[config.mk]
export PLATFORM = sky130hd
export DESIGN_NAME = unidade_controle_multicanal
export DESIGN_NICKNAME = d
export VERILOG_FILES = /design/src/rtl/unidade_controle_multicanal.sv
export SDC_FILE = /design/constraint.sdc
export NUM_CORES = 1
export LEC_CHECK = 0
export CAP_MARGIN = 15
export CELL_PAD_IN_SITES_DETAIL_PLACEMENT = 0
export CELL_PAD_IN_SITES_GLOBAL_PLACEMENT = 2
export CORE_MARGIN = 5
export CORE_UTILIZATION = 32
export CTS_BUF_LIST = sky130_fd_sc_hd__clkbuf_16
export DETAILED_ROUTE_END_ITERATION = 16
export PLACE_DENSITY = 0.84
export SLEW_MARGIN = 20
export SYNTH_ARGS = -nofsm -noshare
export SYNTH_HDL_FRONTEND = slang
export SYNTH_SLANG_ARGS = --single-unit
[constraint.sdc]
create_clock -name clock -period 4.2 [get_ports clock]
set_input_delay 0.84 -clock clock [delete_from_list [all_inputs] [get_ports clock]]
set_output_delay 0.84 -clock clock [all_outputs]
set_load 0.02 [all_outputs]
[src/rtl/unidade_controle_multicanal.sv]
// unidade_controle_multicanal: multi-channel measurement sequencer.
// Clears the datapath, strobes each channel's register enable in turn, counts
// for a latched number of cycles (or until fim_contador), then flags completion.
// Optional build macro: UNIDADE_CONTROLE_DB_ESTADO_EN adds the db_estado debug port.
//
// state    | meaning
// ---------+-------------------------------------------------------------
// INICIAL  | idle; waits for iniciar
// ZERA     | one-cycle datapath clear; latches limite (0 stored as 1)
// REGISTRA | one-hot registra strobe per channel, N_CANAIS cycles
// CONTA    | count enable; exits on contagem+1 == limite_reg or fim_contador
// FINAL    | one-cycle pronto; continuo selects restart or idle
module unidade_controle_multicanal #(
  parameter int N_CANAIS = 4,
  parameter int LARGURA  = 8
) (
  input  logic                clock,
  input  logic                reset,
  input  logic                iniciar,
  input  logic                parar,
  input  logic                continuo,
  input  logic [LARGURA-1:0]  limite,
  input  logic                fim_contador,
  output logic                zera,
  output logic [N_CANAIS-1:0] registra,
  output logic                conta,
  output logic [LARGURA-1:0]  contagem,
  output logic                pronto,
  output logic                ocupado
`ifdef UNIDADE_CONTROLE_DB_ESTADO_EN
  ,
  output logic [2:0]          db_estado
`endif
);

  localparam int CW = (N_CANAIS > 1) ? $clog2(N_CANAIS) : 1;

  typedef enum logic [2:0] {
    INICIAL  = 3'd0,
    ZERA     = 3'd1,
    REGISTRA = 3'd2,
    CONTA    = 3'd3,
    FINAL    = 3'd4
  } estado_t;

  estado_t            estado, estado_prox;
  logic [CW-1:0]      canal;
  logic [LARGURA-1:0] limite_reg;
  logic [LARGURA-1:0] contagem_reg;
  logic [LARGURA-1:0] contagem_inc;
  logic               canal_ultimo;
  logic               fim_conta;

  assign contagem_inc = contagem_reg + 1'b1;
  assign canal_ultimo = (canal == CW'(N_CANAIS - 1));
  // limite_reg never exceeds 2^LARGURA-1, so contagem_inc cannot wrap before exit
  assign fim_conta    = (contagem_inc == limite_reg) || fim_contador;

  // State register
  always_ff @(posedge clock or negedge reset) begin
    if (!reset) begin
      estado <= INICIAL;
    end else begin
      estado <= estado_prox;
    end
  end

  // Next-state decode; parar overrides every transition
  always_comb begin
    estado_prox = estado;
    if (parar) begin
      estado_prox = INICIAL;
    end else begin
      case (estado)
        INICIAL:  if (iniciar) estado_prox = ZERA;
        ZERA:     estado_prox = REGISTRA;
        REGISTRA: if (canal_ultimo) estado_prox = CONTA;
        CONTA:    if (fim_conta) estado_prox = FINAL;
        FINAL:    estado_prox = continuo ? ZERA : INICIAL;
        default:  estado_prox = INICIAL;
      endcase
    end
  end

  // Channel index, latched limit and internal counter
  always_ff @(posedge clock or negedge reset) begin
    if (!reset) begin
      canal        <= '0;
      limite_reg   <= '0;
      contagem_reg <= '0;
    end else if (parar) begin
      canal <= '0;
    end else begin
      case (estado)
        ZERA: begin
          canal        <= '0;
          contagem_reg <= '0;
          limite_reg   <= (limite == '0) ? LARGURA'(1) : limite;
        end
        REGISTRA: begin
          canal <= canal_ultimo ? '0 : canal + 1'b1;
        end
        CONTA: begin
          contagem_reg <= contagem_inc;
        end
        default: ;
      endcase
    end
  end

  // Moore output decode from registered state
  always_comb begin
    zera    = (estado == ZERA);
    conta   = (estado == CONTA);
    pronto  = (estado == FINAL);
    ocupado = (estado != INICIAL);
    registra = '0;
    for (int i = 0; i < N_CANAIS; i++) begin
      registra[i] = (estado == REGISTRA) && (canal == CW'(i));
    end
  end

  assign contagem = contagem_reg;

`ifdef UNIDADE_CONTROLE_DB_ESTADO_EN
  assign db_estado = estado;
`endif

endmodule

==> run summary <==
Cell internal power was estimated by the tool at 524.0 uW. After layout, the design draws a total of 798.2 uW. The final number of setup-violating endpoints is 0, and the overall global routing resource usage is 11.60%.

The floorplan step set the die width to 73.68 microns. The routed wire length per instance is 13.73 microns. In this run, flip-flops and latches consume 40.2% of the power. Buffers inserted during post-CTS setup optimization: 0. For this run, the post-layout net count is 182. 30 I/O pins were placed. Row generation in the floorplan step produced 23 rows. The run gives 1297 sq um as the combined area of all synthesized cells. The share of the Yosys chip area taken by registers is 40.50%. After filler insertion, the fill cell instance count of the layout stands at 399. The flow ran to the end, and the final reports show no timing, DRC or antenna violations. The repair_antennas step left the layout with diodes totalling 0. The total number of clock tree sinks was 21; the largest driver fanout on the critical path was 12.

The leakage power came out at 0.0006653 uW. TritonCTS built the clock tree. The worst setup path is launched from a flip-flop. For the net switching power figure, the log shows 274.2 uW. The predominant post-synthesis flop cell was sky130_fd_sc_hd__dfrtp_1. Using the TritonRoute via totals, the vias-per-cell ratio works out to 5.000. The tools report the total nets after synthesis as 156.

The via count of the first global-routing pass is 1049, and the count of pins over their slew limit is 0. For the routed wire length, the log shows 2.910 mm. The total area inside the core boundary comes to 3971 sq um. Compared with the post-synthesis result, the final layout area differs by 29.70%. Cells with a size suffix above 1 make up 5.556% of the layout. After detailed routing, the number of remaining DRC violations is 0. The die covers 5428 sq um. The share of power burned in combinational logic is 34.5%, and the register bit count reported by yosys is 21. Of the total power, the clock network draws 25.4%. The sum of negative setup slack is 0 ns, and the number of buffers created by CTS is 3. The overall die height was 73.68 microns. The run gives 309.1 MHz as the achievable frequency.

After synthesis, the share of flip-flops with an asynchronous set or reset is 100.0%. Once detail routing completed, the nets flagged for antenna violations numbered 0. For the number of H-tree levels, the log shows 1. In this run the clock root is driven by a sky130_fd_sc_hd__clkbuf_16. The register clock-pin slew on the reported worst setup and hold paths came out at 0.06 ns. The tools report the number of buffers on the longest clock path as 2. Hold repair after CTS inserted 0 buffers. The critical path in this run is classified as reg2out. The slowest stage cell on the critical path was sky130_fd_sc_hd__dfrtp_1.

The number of different library cells used by synthesis comes to 40. Synthesis handed over a netlist of 137 instances. For this run the aggregate overflow at the end of global routing stands at 0. For the initial standard-cell utilization of the core, the log shows 32.67%. The first TritonRoute pass finished after 4 iterations. The tools report the maximum vdd drop as 255.4 uV. Yosys printed 0 warnings.

The number of gates given a new drive strength after cts is 0, and the total power per unit cell area is 474.3 nW/um^2. In the finished design, the share of the clock period the worst path needs comes to 77.03%. The worst pin sits at a relative slew slack of 56.05%. Net switching is 34.35% of the power. In this run, synthesis inferred 0 flip-flops with an integrated enable. Setup repair after global routing left no endpoint under its margin.

The detailed router finished its first iteration with 50 violations. STA classifies the critical path endpoint as an output port. The most common library cell in the layout ignoring fill and taps was sky130_fd_sc_hd__clkdlybuf4s50_1.

Largest stage delay on the critical path: 0.60 ns. The multi-input combinational cells in the finished layout cover a total of 711.9 sq um. Leaving out fill and tap cells, the most frequent cells in the layout are sky130_fd_sc_hd__clkdlybuf4s50_1, sky130_fd_sc_hd__dfrtp_1, sky130_fd_sc_hd__nand2_1, sky130_fd_sc_hd__nor2_1.

The initial antenna violation count is 0, and the arrival time at the worst endpoint is 2.40 ns. Traced cell by cell, the critical path runs through inv_2 -> nor3_1 -> and2_1 -> clkdlybuf4s50_1. The synthesized area divided by synthesized cell count was 9.471 sq um; the data required time of the critical path was 3.36 ns. At the pin with the least slew margin, the transition time is 0.6542 ns. The number of buffer cells added on primary ports came out at 29. The detailed router placed 1060 vias in this run. The footprint of the flip-flops and latches was 525.5 sq um; the number of max-capacitance violations reported was 0. The first global-routing pass estimated 4.836 mm of wire. The congestion estimate from routability-driven global placement came to 0.7700. Entering global routing, the biggest net connects 22 pins.

The number of hold violations in the final report is 0. The path type of the worst min-delay path was reg2reg. The shortest clock period the worst path allows after layout works out to 3.235 ns. The clock reaches the later pin of the worst-skew pair after 0.25 ns. For the HPWL after detailed placement, the log shows 2.306 mm. For the final database, setup skew stands at 0.001139 ns.
power groups by stage:
stage	Combinational [uW]	Clock [uW]	Sequential, uW
global placement	274	0	321
finish	275	202	321
floorplan	200	0	306
detailed placement	277	0	325
global route	303	217	330
CTS	278	210	321
stage by stage:
step | area (sq um) | util (%) | std cells | hold WS, ns | setup WS [ns]
global placement | 1605 | 40.42 | 208 | 0.4934 | 1.289
global route | 1683 | 42.38 | 212 | 0.5361 | 0.8216
CTS | 1688 | 42.50 | 212 | 0.5161 | 0.9769
floorplan | 1297 | - | 137 | 0.4782 | 2.139
detailed placement | 1605 | 40.42 | 208 | 0.5030 | 1.259
finish | 1683 | 42.38 | 212 | 0.5068 | 0.9649
final cells by class:
class,count,share of cell area [%]
Clock buffer,3,4.461
Clock inverter,1,0.4461
Inverter,4,0.8922
Multi-Input combinational cell,104,42.30
Sequential cell,21,31.23
Tap cell,50,3.717
Timing Repair Buffer,29,16.95
Yosys cell counts, types with 2 or more instances:
| library cell | count | area share, % |
|---|---|---|
| sky130_fd_sc_hd__buf_2 | 3 | 1.2 |
| sky130_fd_sc_hd__o21ai_1 | 6 | 2.3 |
| sky130_fd_sc_hd__dfrtp_1 | 21 | 41 |
| sky130_fd_sc_hd__nor3_1 | 8 | 3.1 |
| sky130_fd_sc_hd__o21ai_0 | 2 | 0.77 |
| sky130_fd_sc_hd__clkbuf_1 | 2 | 0.58 |
| sky130_fd_sc_hd__inv_1 | 3 | 0.87 |
| sky130_fd_sc_hd__nand2_1 | 13 | 3.8 |
| sky130_fd_sc_hd__a21oi_1 | 5 | 1.9 |
| sky130_fd_sc_hd__nor3b_1 | 4 | 2.3 |
| sky130_fd_sc_hd__xor2_1 | 4 | 2.7 |
| sky130_fd_sc_hd__a22o_1 | 2 | 1.4 |
| sky130_fd_sc_hd__a22oi_1 | 2 | 1.2 |
| sky130_fd_sc_hd__ha_1 | 5 | 4.8 |
| sky130_fd_sc_hd__mux2_1 | 7 | 6.1 |
| sky130_fd_sc_hd__and2_1 | 4 | 1.9 |
| sky130_fd_sc_hd__nand3_1 | 3 | 1.2 |
| sky130_fd_sc_hd__xnor2_1 | 8 | 5.4 |
| sky130_fd_sc_hd__nor2_1 | 12 | 3.5 |
| sky130_fd_sc_hd__mux2i_1 | 3 | 2.3 |
critical path: cells and delay by family, from the launching register on:
kind,cells,cell delay [ns]
buffers and inverters,2,0.73
DFF,1,0.60
and+or+nand+nor,2,0.80
logic make-up (layout without fill, tap and decap cells):
group | Yosys count | count (layout) | share of synthesized area (%)
AOI/OAI and AO/OA | 24 | 24 | 12.54
xor gates and xnor gates | 12 | 12 | 8.100
adders and majority gates | 5 | 5 | 4.822
buffers and inverters | 12 | 37 | 4.628
DFF | 21 | 21 | 40.50
muxes | 10 | 10 | 8.390
and+or+nand+nor | 53 | 53 | 21.02
final timing paths:
kind / startpoint / to / slack, ns / cells past startpoint
max: estado[1] / registra[1] / 0.96 / 4
min: limite_reg[4] / limite_reg[4] / 0.51 / 1
max reg2reg: contagem[0] / estado[0] / 2.14 / 6
min reg2reg: limite_reg[4] / limite_reg[4] / 0.51 / 1
max in group asynchronous: reset / contagem[6] / 3.33 / 1
min in group asynchronous: reset / limite_reg[5] / 0.54 / 1
layer usage:
metal	vias to the layer above	routed length, microns	global-route usage (%)
met5	-	0	0
met4	0	36	4.225
met3	4	105	2.873
met2	14	1468	19.69
met1	510	1300	14.13
li1	532	-	-
(Power assumes the default switching activity.)
==> variant (same flow settings) <==
The parameter `N_CANAIS` goes from 4 to 2.
--- a/src/rtl/unidade_controle_multicanal.sv
+++ b/src/rtl/unidade_controle_multicanal.sv
@@ -12,5 +12,5 @@
 // FINAL    | one-cycle pronto; continuo selects restart or idle
 module unidade_controle_multicanal #(
-  parameter int N_CANAIS = 4,
+  parameter int N_CANAIS = 2,
   parameter int LARGURA  = 8
 ) (
Interface: changed (resized registra); port bits go from 30 to 28. The function was not compared with the original's and may differ.
==> variant against the original RTL <==
- cell area fell by 3.2%
- largest power group unchanged
- setup slack improved by 0.094 ns
- routed wire length rose by 12%
- synthesized area fell by 3.0%
- critical path type unchanged
- sequential cell count fell by 1
- global-route usage rose by 1.7 points
- total power fell by 3.6%
==> variant: results <==
{
  "status": "finished, final reports clean",
  "p_leak_nw": 0.606,
  "grt_pass1_vias": 1172,
  "final_cells": 213,
  "yosys_most_used_dff": "dfrtp_1",
  "synthAdderAreaFrac_pct": 0.994,
  "dp_hpwl_um": 2440,
  "ys_seq_area_share_pct": 39.8,
  "cp_slowest_stage_delay_ns": 0.68,
  "cp_top_family": "buffers and inverters",
  "fin_nets": 182,
  "met3_usage_pct": 2.89,
  "synthTopCellsByCount": "dfrtp_1 (20), nand2_1 (16), o21ai_0 (12)",
  "wl_um": 3250,
  "clock_skew_ns": 0.00323,
  "synth_compound_gate_area_share_pct": 17.3,
  "place_congestion": 0.704,
  "r2r_slack_ns": 2.02,
  "drive_above_1_share_pct": 7.88,
  "synth_xor_xnor_area_share_pct": 3.48,
  "critPathMaxFanout": 12,
  "min_path_type": "reg2reg",
  "slowest_stage": "clkdlybuf4s50_1",
  "grt_use_total_pct": 13.3,
  "min_from": "limite_reg[4]",
  "synth_area_leaders": "dfrtp_1 (40%), mux2_2 (6.3%), o21ai_0 (4.8%), nand2_1 (4.8%), nor2_1 (3.0%)",
  "dr.pass1.iters": 4,
  "ir_drop_mv": 0.200,
  "grt_first_pass_wirelength_um": 5550,
  "grt_use_met1_pct": 16.3,
  "first_iter_violations": 46,
  "intPower_uw": 515,
  "r2r_end": "estado[0]",
  "synth_cells": 143,
  "cp.arrival_ns": 2.30,
  "synth_fp_nets": 158,
  "vias": 1133,
  "io_buffers": 27,
  "worst_pin_slew_ns": 0.916,
  "muxShareOfSynthArea_pct": 7.85,
  "final_max_slew_viol_count": 0,
  "whs_path_depth": 1,
  "met2_usage_pct": 23.5,
  "grt_max_degree": 21,
  "fillers": 386,
  "clk_latency_ns": 0.25,
  "synth_cell_types": 44
}
variant: changes by cell type after synthesis, moves of 4 or more:
| cell | unedited run | this run |
|---|---|---|
| o21ai_0 | 2 | 12 |
| mux2_1 | 7 | 0 |
| mux2_2 | 0 | 7 |
| xnor2_1 | 8 | 3 |
| o21ai_1 | 6 | 0 |
| ha_1 | 5 | 1 |
variant: cells by family (layout without fill, tap and decap cells):
| logic type | after synthesis | in the layout |
|---|---|---|
| muxes | 9 | 9 |
| and+or+nand+nor | 63 | 63 |
| buffers and inverters | 11 | 33 |
| AOI/OAI and AO/OA | 34 | 34 |
| xor gates and xnor gates | 5 | 5 |
| DFF | 20 | 20 |
| adders and majority gates | 1 | 1 |
variant: metrics by stage:
step | hold WS, ns | setup WS [ns] | instance area, µm²
after CTS | 0.534 | 1.02 | 1630
final | 0.533 | 1.06 | 1630
after global routing | 0.554 | 0.950 | 1630
after detailed placement | 0.522 | 1.30 | 1550
after floorplan | 0.501 | 2.03 | 1260
after global placement | 0.519 | 1.34 | 1550
variant: worst reg2reg max path: stages, from the launching register on:
cell and delay [ns]:
dfrtp_1 0.46, ha_1 0.37, a21bo_2 0.23, a2111oi_0 0.60
nor3_1 0.09, a31oi_1 0.21, o31ai_1 0.09
variant: per-layer routing:
metal / up-vias / share of wire [%]
met3: 5 / 4.5
li1: 567 / -
met5: - / 0
met4: 0 / 0.95
met2: 27 / 50
met1: 534 / 45
variant: worst max path at each step:
stage,to,cells past startpoint,slack (ns),startpoint
finish,registra[0],3,1.06,estado[1]
floorplan,registra[0],2,2.03,estado[1]
global route,registra[0],3,0.95,estado[1]
CTS,registra[0],3,1.02,estado[1]
detailed placement,registra[0],3,1.30,estado[1]
global placement,registra[0],3,1.34,estado[1]
variant: power by group through the flow:
stage / logic [mW] / clock network [mW] / registers, mW
detailed placement: 0.270 / 0 / 0.314
global route: 0.297 / 0.204 / 0.320
global placement: 0.262 / 0 / 0.313
finish: 0.268 / 0.191 / 0.310
floorplan: 0.188 / 0 / 0.302
CTS: 0.271 / 0.197 / 0.311
variant: layout make-up:
class / count / area, µm² / share of cell area (%)
Clock buffer: 3 / 75.1 / 4.61
Inverter: 3 / 11.3 / 0.691
Multi-Input combinational cell: 112 / 712 / 43.7
Sequential cell: 20 / 500 / 30.7
Tap cell: 48 / 60.1 / 3.69
Timing Repair Buffer: 27 / 270 / 16.6
